===== src/rtl/bram_lookup_client.sv =====
// Initiator for the bram_lookup 4-phase req/ack handshake: serialises table writes and
// MAC lookups one at a time, with a per-phase timeout guarding against a hung responder.
module bram_lookup_client #(
   parameter int ADDR_W  = 8,
   parameter int DATA_W  = 48,
   parameter int TIMEOUT = 255
) (
   input  logic              clk,
   input  logic              reset,
   input  logic              wr_cmd_valid,
   input  logic [ADDR_W-1:0] wr_cmd_addr,
   input  logic [DATA_W-1:0] wr_cmd_data,
   output logic              wr_cmd_ready,
   output logic              wr_done,
   input  logic              lk_valid,
   input  logic [ADDR_W-1:0] lk_addr,
   output logic              lk_ready,
   output logic              lk_done,
   output logic [DATA_W-1:0] lk_data,
   output logic              lk_err,
   output logic [7:0]        timeout_cnt,
   output logic              bl_wr_req,
   output logic [ADDR_W-1:0] bl_wr_add,
   output logic [DATA_W-1:0] bl_wr_data,
   input  logic              bl_wr_ack,
   output logic              bl_read_req,
   output logic [ADDR_W-1:0] bl_rd_add,
   input  logic              bl_rd_ack,
   input  logic              bl_rd_valid,
   input  logic [DATA_W-1:0] bl_rd_data
);

   typedef enum logic [2:0] {
      IDLE    = 3'd0,
      WR_REQ  = 3'd1,
      WR_HOLD = 3'd2,
      RD_REQ  = 3'd3,
      RD_HOLD = 3'd4,
      RD_WAIT = 3'd5,
      GAP     = 3'd6
   } state_t;

   localparam int          TMO_M1   = (TIMEOUT > 0) ? TIMEOUT - 1 : 0;
   localparam logic [15:0] TMO_LAST = 16'(TMO_M1);
   localparam bit          TMO_EN   = (TIMEOUT != 0);

   state_t              state_r, state_s;
   logic [15:0]         tmo_cnt_r, tmo_cnt_s;
   logic                gap_cnt_r, gap_cnt_s;
   logic                wr_req_r, wr_req_s;
   logic [ADDR_W-1:0]   wr_add_r, wr_add_s;
   logic [DATA_W-1:0]   wr_data_r, wr_data_s;
   logic                rd_req_r, rd_req_s;
   logic [ADDR_W-1:0]   rd_add_r, rd_add_s;
   logic                wr_done_r, wr_done_s;
   logic                lk_done_r, lk_done_s;
   logic [DATA_W-1:0]   lk_data_r, lk_data_s;
   logic                lk_err_r, lk_err_s;
   logic [7:0]          tmo_total_r, tmo_total_s;
   logic                idle_s, lk_accept_s, tmo_hit_s, tmo_fire_s, waiting_s;

   // A stale sticky rd_valid must clear before a new lookup may start.
   assign idle_s       = (state_r == IDLE);
   assign lk_accept_s  = idle_s & ~wr_cmd_valid & ~bl_rd_valid;
   assign tmo_hit_s    = TMO_EN & (tmo_cnt_r == TMO_LAST);
   assign wr_cmd_ready = idle_s;
   assign lk_ready     = lk_accept_s;

   assign wr_done      = wr_done_r;
   assign lk_done      = lk_done_r;
   assign lk_data      = lk_data_r;
   assign lk_err       = lk_err_r;
   assign timeout_cnt  = tmo_total_r;
   assign bl_wr_req    = wr_req_r;
   assign bl_wr_add    = wr_add_r;
   assign bl_wr_data   = wr_data_r;
   assign bl_read_req  = rd_req_r;
   assign bl_rd_add    = rd_add_r;

   // Next-state, next-output and timeout logic for the handshake sequencer.
   always_comb begin
      state_s     = state_r;
      gap_cnt_s   = 1'b0;
      wr_req_s    = wr_req_r;
      wr_add_s    = wr_add_r;
      wr_data_s   = wr_data_r;
      rd_req_s    = rd_req_r;
      rd_add_s    = rd_add_r;
      wr_done_s   = 1'b0;
      lk_done_s   = 1'b0;
      lk_err_s    = 1'b0;
      lk_data_s   = lk_data_r;
      tmo_total_s = tmo_total_r;
      tmo_fire_s  = 1'b0;
      waiting_s   = 1'b0;
      tmo_cnt_s   = 16'd0;
      case (state_r)
         IDLE: begin
            if (wr_cmd_valid) begin
               wr_add_s  = wr_cmd_addr;
               wr_data_s = wr_cmd_data;
               wr_req_s  = 1'b1;
               state_s   = WR_REQ;
            end else if (lk_valid && lk_accept_s) begin
               rd_add_s  = lk_addr;
               rd_req_s  = 1'b1;
               state_s   = RD_REQ;
            end else begin
               state_s   = IDLE;
            end
         end
         WR_REQ: begin
            waiting_s = 1'b1;
            if (bl_wr_ack) state_s = WR_HOLD;
            else           tmo_fire_s = tmo_hit_s;
         end
         WR_HOLD: begin
            waiting_s = 1'b1;
            if (!bl_wr_ack) begin
               wr_req_s  = 1'b0;
               wr_done_s = 1'b1;
               state_s   = GAP;
            end else begin
               tmo_fire_s = tmo_hit_s;
            end
         end
         RD_REQ: begin
            waiting_s = 1'b1;
            if (bl_rd_ack) state_s = RD_HOLD;
            else           tmo_fire_s = tmo_hit_s;
         end
         RD_HOLD: begin
            waiting_s = 1'b1;
            if (!bl_rd_ack) begin
               rd_req_s = 1'b0;
               state_s  = RD_WAIT;
            end else begin
               tmo_fire_s = tmo_hit_s;
            end
         end
         RD_WAIT: begin
            waiting_s = 1'b1;
            if (bl_rd_valid) begin
               lk_data_s = bl_rd_data;
               lk_done_s = 1'b1;
               state_s   = GAP;
            end else begin
               tmo_fire_s = tmo_hit_s;
            end
         end
         GAP: begin
            if (gap_cnt_r == 1'b1) state_s = IDLE;
            else                   gap_cnt_s = 1'b1;
         end
         default: state_s = IDLE;
      endcase

      // Abort: drop both reqs and report the operation that was in flight.
      if (tmo_fire_s) begin
         wr_req_s = 1'b0;
         rd_req_s = 1'b0;
         lk_err_s = 1'b0;
         state_s  = GAP;
         if ((state_r == WR_REQ) || (state_r == WR_HOLD)) begin
            wr_done_s = 1'b1;
         end else begin
            lk_done_s = 1'b1;
            lk_data_s = {DATA_W{1'b0}};
         end
         lk_err_s = 1'b1;
         if (tmo_total_r != 8'hFF) tmo_total_s = tmo_total_r + 8'd1;
         else                      tmo_total_s = tmo_total_r;
      end else begin
         tmo_total_s = tmo_total_r;
      end

      if (waiting_s && (state_s == state_r)) begin
         if (tmo_cnt_r != 16'hFFFF) tmo_cnt_s = tmo_cnt_r + 16'd1;
         else                       tmo_cnt_s = tmo_cnt_r;
      end else begin
         tmo_cnt_s = 16'd0;
      end
   end

   // State and output registers.
   always_ff @(posedge clk or posedge reset) begin
      if (reset) begin
         state_r     <= IDLE;
         tmo_cnt_r   <= 16'd0;
         gap_cnt_r   <= 1'b0;
         wr_req_r    <= 1'b0;
         wr_add_r    <= {ADDR_W{1'b0}};
         wr_data_r   <= {DATA_W{1'b0}};
         rd_req_r    <= 1'b0;
         rd_add_r    <= {ADDR_W{1'b0}};
         wr_done_r   <= 1'b0;
         lk_done_r   <= 1'b0;
         lk_data_r   <= {DATA_W{1'b0}};
         lk_err_r    <= 1'b0;
         tmo_total_r <= 8'd0;
      end else begin
         state_r     <= state_s;
         tmo_cnt_r   <= tmo_cnt_s;
         gap_cnt_r   <= gap_cnt_s;
         wr_req_r    <= wr_req_s;
         wr_add_r    <= wr_add_s;
         wr_data_r   <= wr_data_s;
         rd_req_r    <= rd_req_s;
         rd_add_r    <= rd_add_s;
         wr_done_r   <= wr_done_s;
         lk_done_r   <= lk_done_s;
         lk_data_r   <= lk_data_s;
         lk_err_r    <= lk_err_s;
         tmo_total_r <= tmo_total_s;
      end
   end

endmodule

===== config.mk =====
export PLATFORM = sky130hd
export DESIGN_NAME = bram_lookup_client
export DESIGN_NICKNAME = d
export VERILOG_FILES = /design/src/rtl/bram_lookup_client.sv
export SDC_FILE = /design/constraint.sdc
export NUM_CORES = 1
export LEC_CHECK = 0
export CORE_ASPECT_RATIO = 0.7
export CORE_UTILIZATION = 45
export DETAILED_ROUTE_END_ITERATION = 7
export PLACE_DENSITY = 0.81
export SLEW_MARGIN = 25
export SYNTH_ARGS = -nofsm -noshare
export SYNTH_HDL_FRONTEND = slang
export SYNTH_SLANG_ARGS = --single-unit

===== constraint.sdc =====
create_clock -name clk -period 14.27 [get_ports clk]
set_input_delay 2.1405 -clock clk [delete_from_list [all_inputs] [get_ports clk]]
set_output_delay 2.1405 -clock clk [all_outputs]
set_load 0.05 [all_outputs]

# ---- Yosys cells after proc, flatten, opt, wreduce, memory -nomap -nowiden
# Index checks and enable logic that the tools add are counted.
dict set report word_totals {
  register_bits 145
  input_bits 119
  out_inout_bits 127
  wordCells 90
}
dict set report op_classes {
  add_sub_neg 2
  n_eq_ne 16
  muxes 43
  bitwise_logic 4
  reduce_logical 12
}
# operator count
set ops {}
lappend ops {{two-way mux 48 bit} 4}
lappend ops {{two-way mux 16 bit} 2}
lappend ops {{two-way mux 1 bit} 24}
lappend ops {{two-way mux 3 bit} 7}
lappend ops {{one-hot mux 3 bit (7 select lines)} 1}
lappend ops {{adder 16 x 1 -> 16 bit (second input constant)} 1}
lappend ops {{== test 16 x 8 -> 1 bit (second input constant)} 1}
lappend ops {{!= test 16 bit (second input constant)} 1}
lappend ops {{== test 3 bit (second input constant)} 3}
lappend ops {{adder 8 x 1 -> 8 bit (second input constant)} 1}
lappend ops {{!= test 8 bit (second input constant)} 1}
lappend ops {{== test 3 x 2 -> 1 bit (second input constant)} 2}
lappend ops {{!= test 3 x 2 -> 1 bit (second input constant)} 2}
lappend ops {{!= test 3 bit (second input constant)} 2}
lappend ops {{AND reduction 3 bit} 2}
lappend ops {{nonzero test 3 bit} 2}
lappend ops {{one-hot mux 1 bit (5 select lines)} 1}
lappend ops {{OR reduction 5 bit} 1}
lappend ops {{two-way mux 2 bit} 2}
lappend ops {{one-hot mux 1 bit (2 select lines)} 2}
lappend ops {{AND reduction 2 bit} 2}
lappend ops {{AND reduction 4 bit} 1}
lappend ops {{== test 3 x 1 -> 1 bit (second input constant)} 1}
lappend ops {{== test 3 bit} 1}
lappend ops {{other kinds (7)} 10}

# ---- Depth between registers and ports, before layout
dict set report depth {
  word_depth 11
  mapped_depth 8
  depth_no_buf 7
}

# ---- Least setup slack after synthesis
# No wires, ideal clock.
dict set report synth_path {
  path_type {input port to output port}
  startpoint {in bl_rd_valid}
  endpoint {out lk_ready}
  arrival_time_ns 3.298
  t_required_ns 12.129
  setup_slack_ns 8.831
  stages 1
  path_buffers 0
  cell_sequence {nor3b_1}
}
dict set report synth_via {
  elab_chain_cells 2
}
# element line_no
set synth_lines {}
lappend synth_lines {{start: declaration} 29} ;# input logic bl_rd_valid,
lappend synth_lines {{NOT 1 bit} 64} ;# assign lk_accept_s = idle_s & ~wr_cmd_valid & ~bl_rd_valid;
lappend synth_lines {{AND 1 bit} 64}
lappend synth_lines {{end: declaration} 17} ;# output logic lk_ready,
# No other way between the ends.

# ---- Worst setup path after layout
# Same ends and word-level chain as after synthesis.

==> summary.txt <==
Status
  • Status: complete, no violations

Critical path
  • R2r setup slk: around 11 ns
  • Crit. End Element: output pin
  • Crit path max fanout: 5
  • RR Endpoint: lk_data[28]$_DFF_PP0_
  • Worst path most repeated cell: clkdlybuf4s50_1
  • Worst EP arrival: 3.68 ns
  • Worst r2r src: state_r[2]$_DFF_PP0_
  • Critical path required time: 12.13 ns
  • Worst setup SP type: primary input
  • Kind of critical path: in -> out
  • Slowest-stage cell, CP: clkdlybuf4s50_1
  • Slowest Stage Delay on Critical Path: between 0.8 and 0.9 ns
  • Worst R2R Path Depth: 4
  • Worst path cell trace: clkdlybuf4s50_1 > nor3b_1 > clkdlybuf4s50_1

Die
  • Core area: 0.01323 mm²
  • DIE AREA: 0.01409 mm²
  • Initial core utilization: roughly 46%
  • Die width: around 140 µm
  • Ports: 246
  • Die Y: between 90 and 100 µm
  • Row count: 35

Cells and area
  • Final core utilization: 70.63%
  • Final non-filler cell total: between 900 and 1000
  • Number of diodes: 0
  • Synth-to-layout area growth: 52.52%
  • Final nets: 847
  • Layout cells sized above 1: about 15%

Routing
  • DR WL/cell: 16.45 µm
  • Routed Antenna Nets: 0
  • Final WL: 15.18 mm
  • DRT met1 WL: ~6.6 mm
  • Vias: approximately 4600
  • Vias per Instance: 5.015
  • Drt first pass iters: 4
  • Drt initial violations: 184
  • Drt drc: 0
  • Met2 Wirelength: 7.240 mm
  • Routed met3 length: ~1.2 mm
  • Top routing layer in use: met4

Yosys
  • Most common library cells after synthesis: dfrtp_1 (145), nor2_1 (78), mux2_2 (65), mux2i_1 (50), buf_2 (14)
  • Most numerous cell in the Yosys netlist: dfrtp_1
  • Synth unique cells: 48
  • Primary FF master, synth: dfrtp_1
  • Post-Synthesis Cells: a little under 500
  • Synth area leader: dfrtp_1
  • Seq cells post-synth: 145
  • EDFF count, synth: 0
  • Post-synth net total: 604
  • Synth async-reset ratio: 100.0%
  • Ranking of synthesized cells by area: dfrtp_1 (59%), mux2_2 (12%), mux2i_1 (8.2%)
  • Yosys warning count: 0
  • Area of the mapped netlist: 0.006125 mm²
  • Sequential fraction of the synthesis area: 59.24%
  • Mean Syn Cell Area: 12.71 µm²
  • Yosys top cell area share: 59.24%

STA
  • Clock period minus worst slack: 5.822 ns
  • Final setup fails: 0
  • Fin. Hold Viols: 0
  • Final number of max-transition violations: 0
  • Clock Skew: a little over 0.006 ns
  • RSZ-0062 raised after global routing: false
  • Worst-Margin Slew: 0.9157 ns
  • Final hold slack: 0.4486 ns
  • Max transition margin: 38.95%
  • Max Clk Rate: roughly 0.17 GHz
  • Final period util: 40.80%
  • Setup TNS: 0 ns

Hold path
  • Hold Path Depth: 1
  • Hold crit path type: reg -> reg
  • Hold path startpoint: gap_cnt_r$_DFF_PP0_
  • Worst Hold Path EP: gap_cnt_r$_DFF_PP0_

Clocking
  • Clock sink count: around 150
  • Setup repair bufs after CTS: 0
  • Worst-Skew Late Latency: 0.41 ns
  • CTS Hold Bufs: 0
  • Clock buffer count from CTS: 17
  • Max clock buf depth: 2
  • Post-CTS Resized: 0
  • Clock slew at reported path FFs: 0.06 ns
  • H-tree levels: 4
  • TritonCTS clock tree: done
  • CTS root buf: clkbuf_16

Global routing
  • First-pass GRT wire length: ~24 mm
  • GRT Util Overall: 21.86%
  • Vias in the first global route: ~4700
  • Pin count of the biggest net entering global routing: 79
  • Grt total ovfl: 0
  • Initial antenna violation count: 0

Place
  • Post-placement cell count: 891
  • GPL Wtd Cong: around 0.82
  • PortBufs: roughly 250
  • Final HPWL DP: 10.65 mm

Flow run
  • # Max-Cap Violations: 0

Power
  • Peak supply drop: roughly 0.00016 V
  • LEAKAGE: 4.222 nW
  • Cell Int Power: roughly 0.0013 W
  • P per Cell Area: 259.1 mW/mm²
  • Net Switching: 0.001099 W
  • Net Sw Frac: 45.42%
  • Sequential fraction of design power: approximately 29%
  • Clock share of power: 19.0%
  • Comb pwr share: between 50% and 60%
==> layout make-up <==
type                       count  area, µm²
fill                         928       3884
inverter                       3      16.27
sequential                   145       3628
clock inverter                13      175.2
timing repair buffer         248       2475
clock buffer                  19      442.9
multi-input combinational    310       2372
tap                          185      231.5
==> layout by cell type (no fill, tap or decap), drive strengths merged, types with 2 or more instances in the layout <==
cell           count
clkdlybuf4s50    245
dfrtp            145
nor2              78
mux2              65
mux2i             50
clkbuf            19
nand3             11
nand2             11
xor2              10
nor3              10
o21ai              8
inv                8
xnor2              7
nand4              7
nand2b             6
a211oi             6
and3               5
nor3b              3
o211ai             3
ha                 3
clkinv             3
bufinv             3
buf                3
nor4               3
nand4b             2
nor2b              2
clkinvlp           2
a2111oi            2
o2111a             2
==> per-stage QoR <==
step | instance area (µm²) | setup WS (ns) | power, W
final | 9341 | 8.448 | 0.002420
after global routing | 9341 | 8.435 | 0.002524
after CTS | 9341 | 8.466 | 0.002440
after detailed placement | 8723 | 8.459 | 0.001972
after global placement | 8723 | 8.465 | 0.001939
after floorplan | 6125 | 8.235 | 0.001526
==> per-layer routing <==
layer,up-vias,track usage [%]
met5,-,0
met4,0,6.534
met3,17,6.740
met2,194,36.56
met1,2236,27.47
li1,2182,-
==> state kept, by name (all words and copies together) (netlist names), 3 cells and up <==
signal       flops
tmo_cnt_r       16
bl_wr_data      48
bl_rd_add        8
state_r          3
bl_wr_add        8
timeout_cnt      8
lk_data         48
==> worst max-delay path by stage <==
stage	startpoint	cells after the start	end	slack, ns
final	bl_rd_valid	3	lk_ready	8.45
after global routing	bl_rd_valid	3	lk_ready	8.43
after CTS	bl_rd_valid	3	lk_ready	8.47
after detailed placement	bl_rd_valid	3	lk_ready	8.46
after global placement	bl_rd_valid	3	lk_ready	8.46
after floorplan	reset	1	bl_rd_add[0]$_DFFE_PP0P_	8.23
==> critical path, delay by kind of cell <==
kind                   cells  cell delay, ns
buffers and inverters      2            1.31
and+or+nand+nor            1            0.23
==> logic make-up after synthesis <==
kind of cell / share of synthesized area, %
AND/OR/NAND/NOR: 11.44
flip-flops: 59.24
multiplexers: 20.12
AO/OA/AOI/OAI: 4.025
buffers and inverters: 2.125
XOR/XNOR: 2.431
adder cells (fa/ha/maj): 0.6129
==> power groups by stage <==
| stage | Sequential [W] | Combinational (W) | Clock, W |
|---|---|---|---|
| after CTS | 0.000694 | 0.00128 | 0.000468 |
| after detailed placement | 0.000699 | 0.00127 | 0 |
| final | 0.000692 | 0.00127 | 0.000460 |
| after global placement | 0.000685 | 0.00125 | 0 |
| after global routing | 0.000718 | 0.00132 | 0.000488 |
| after floorplan | 0.00124 | 0.000287 | 0 |
Power figures use the tool's default switching activity.
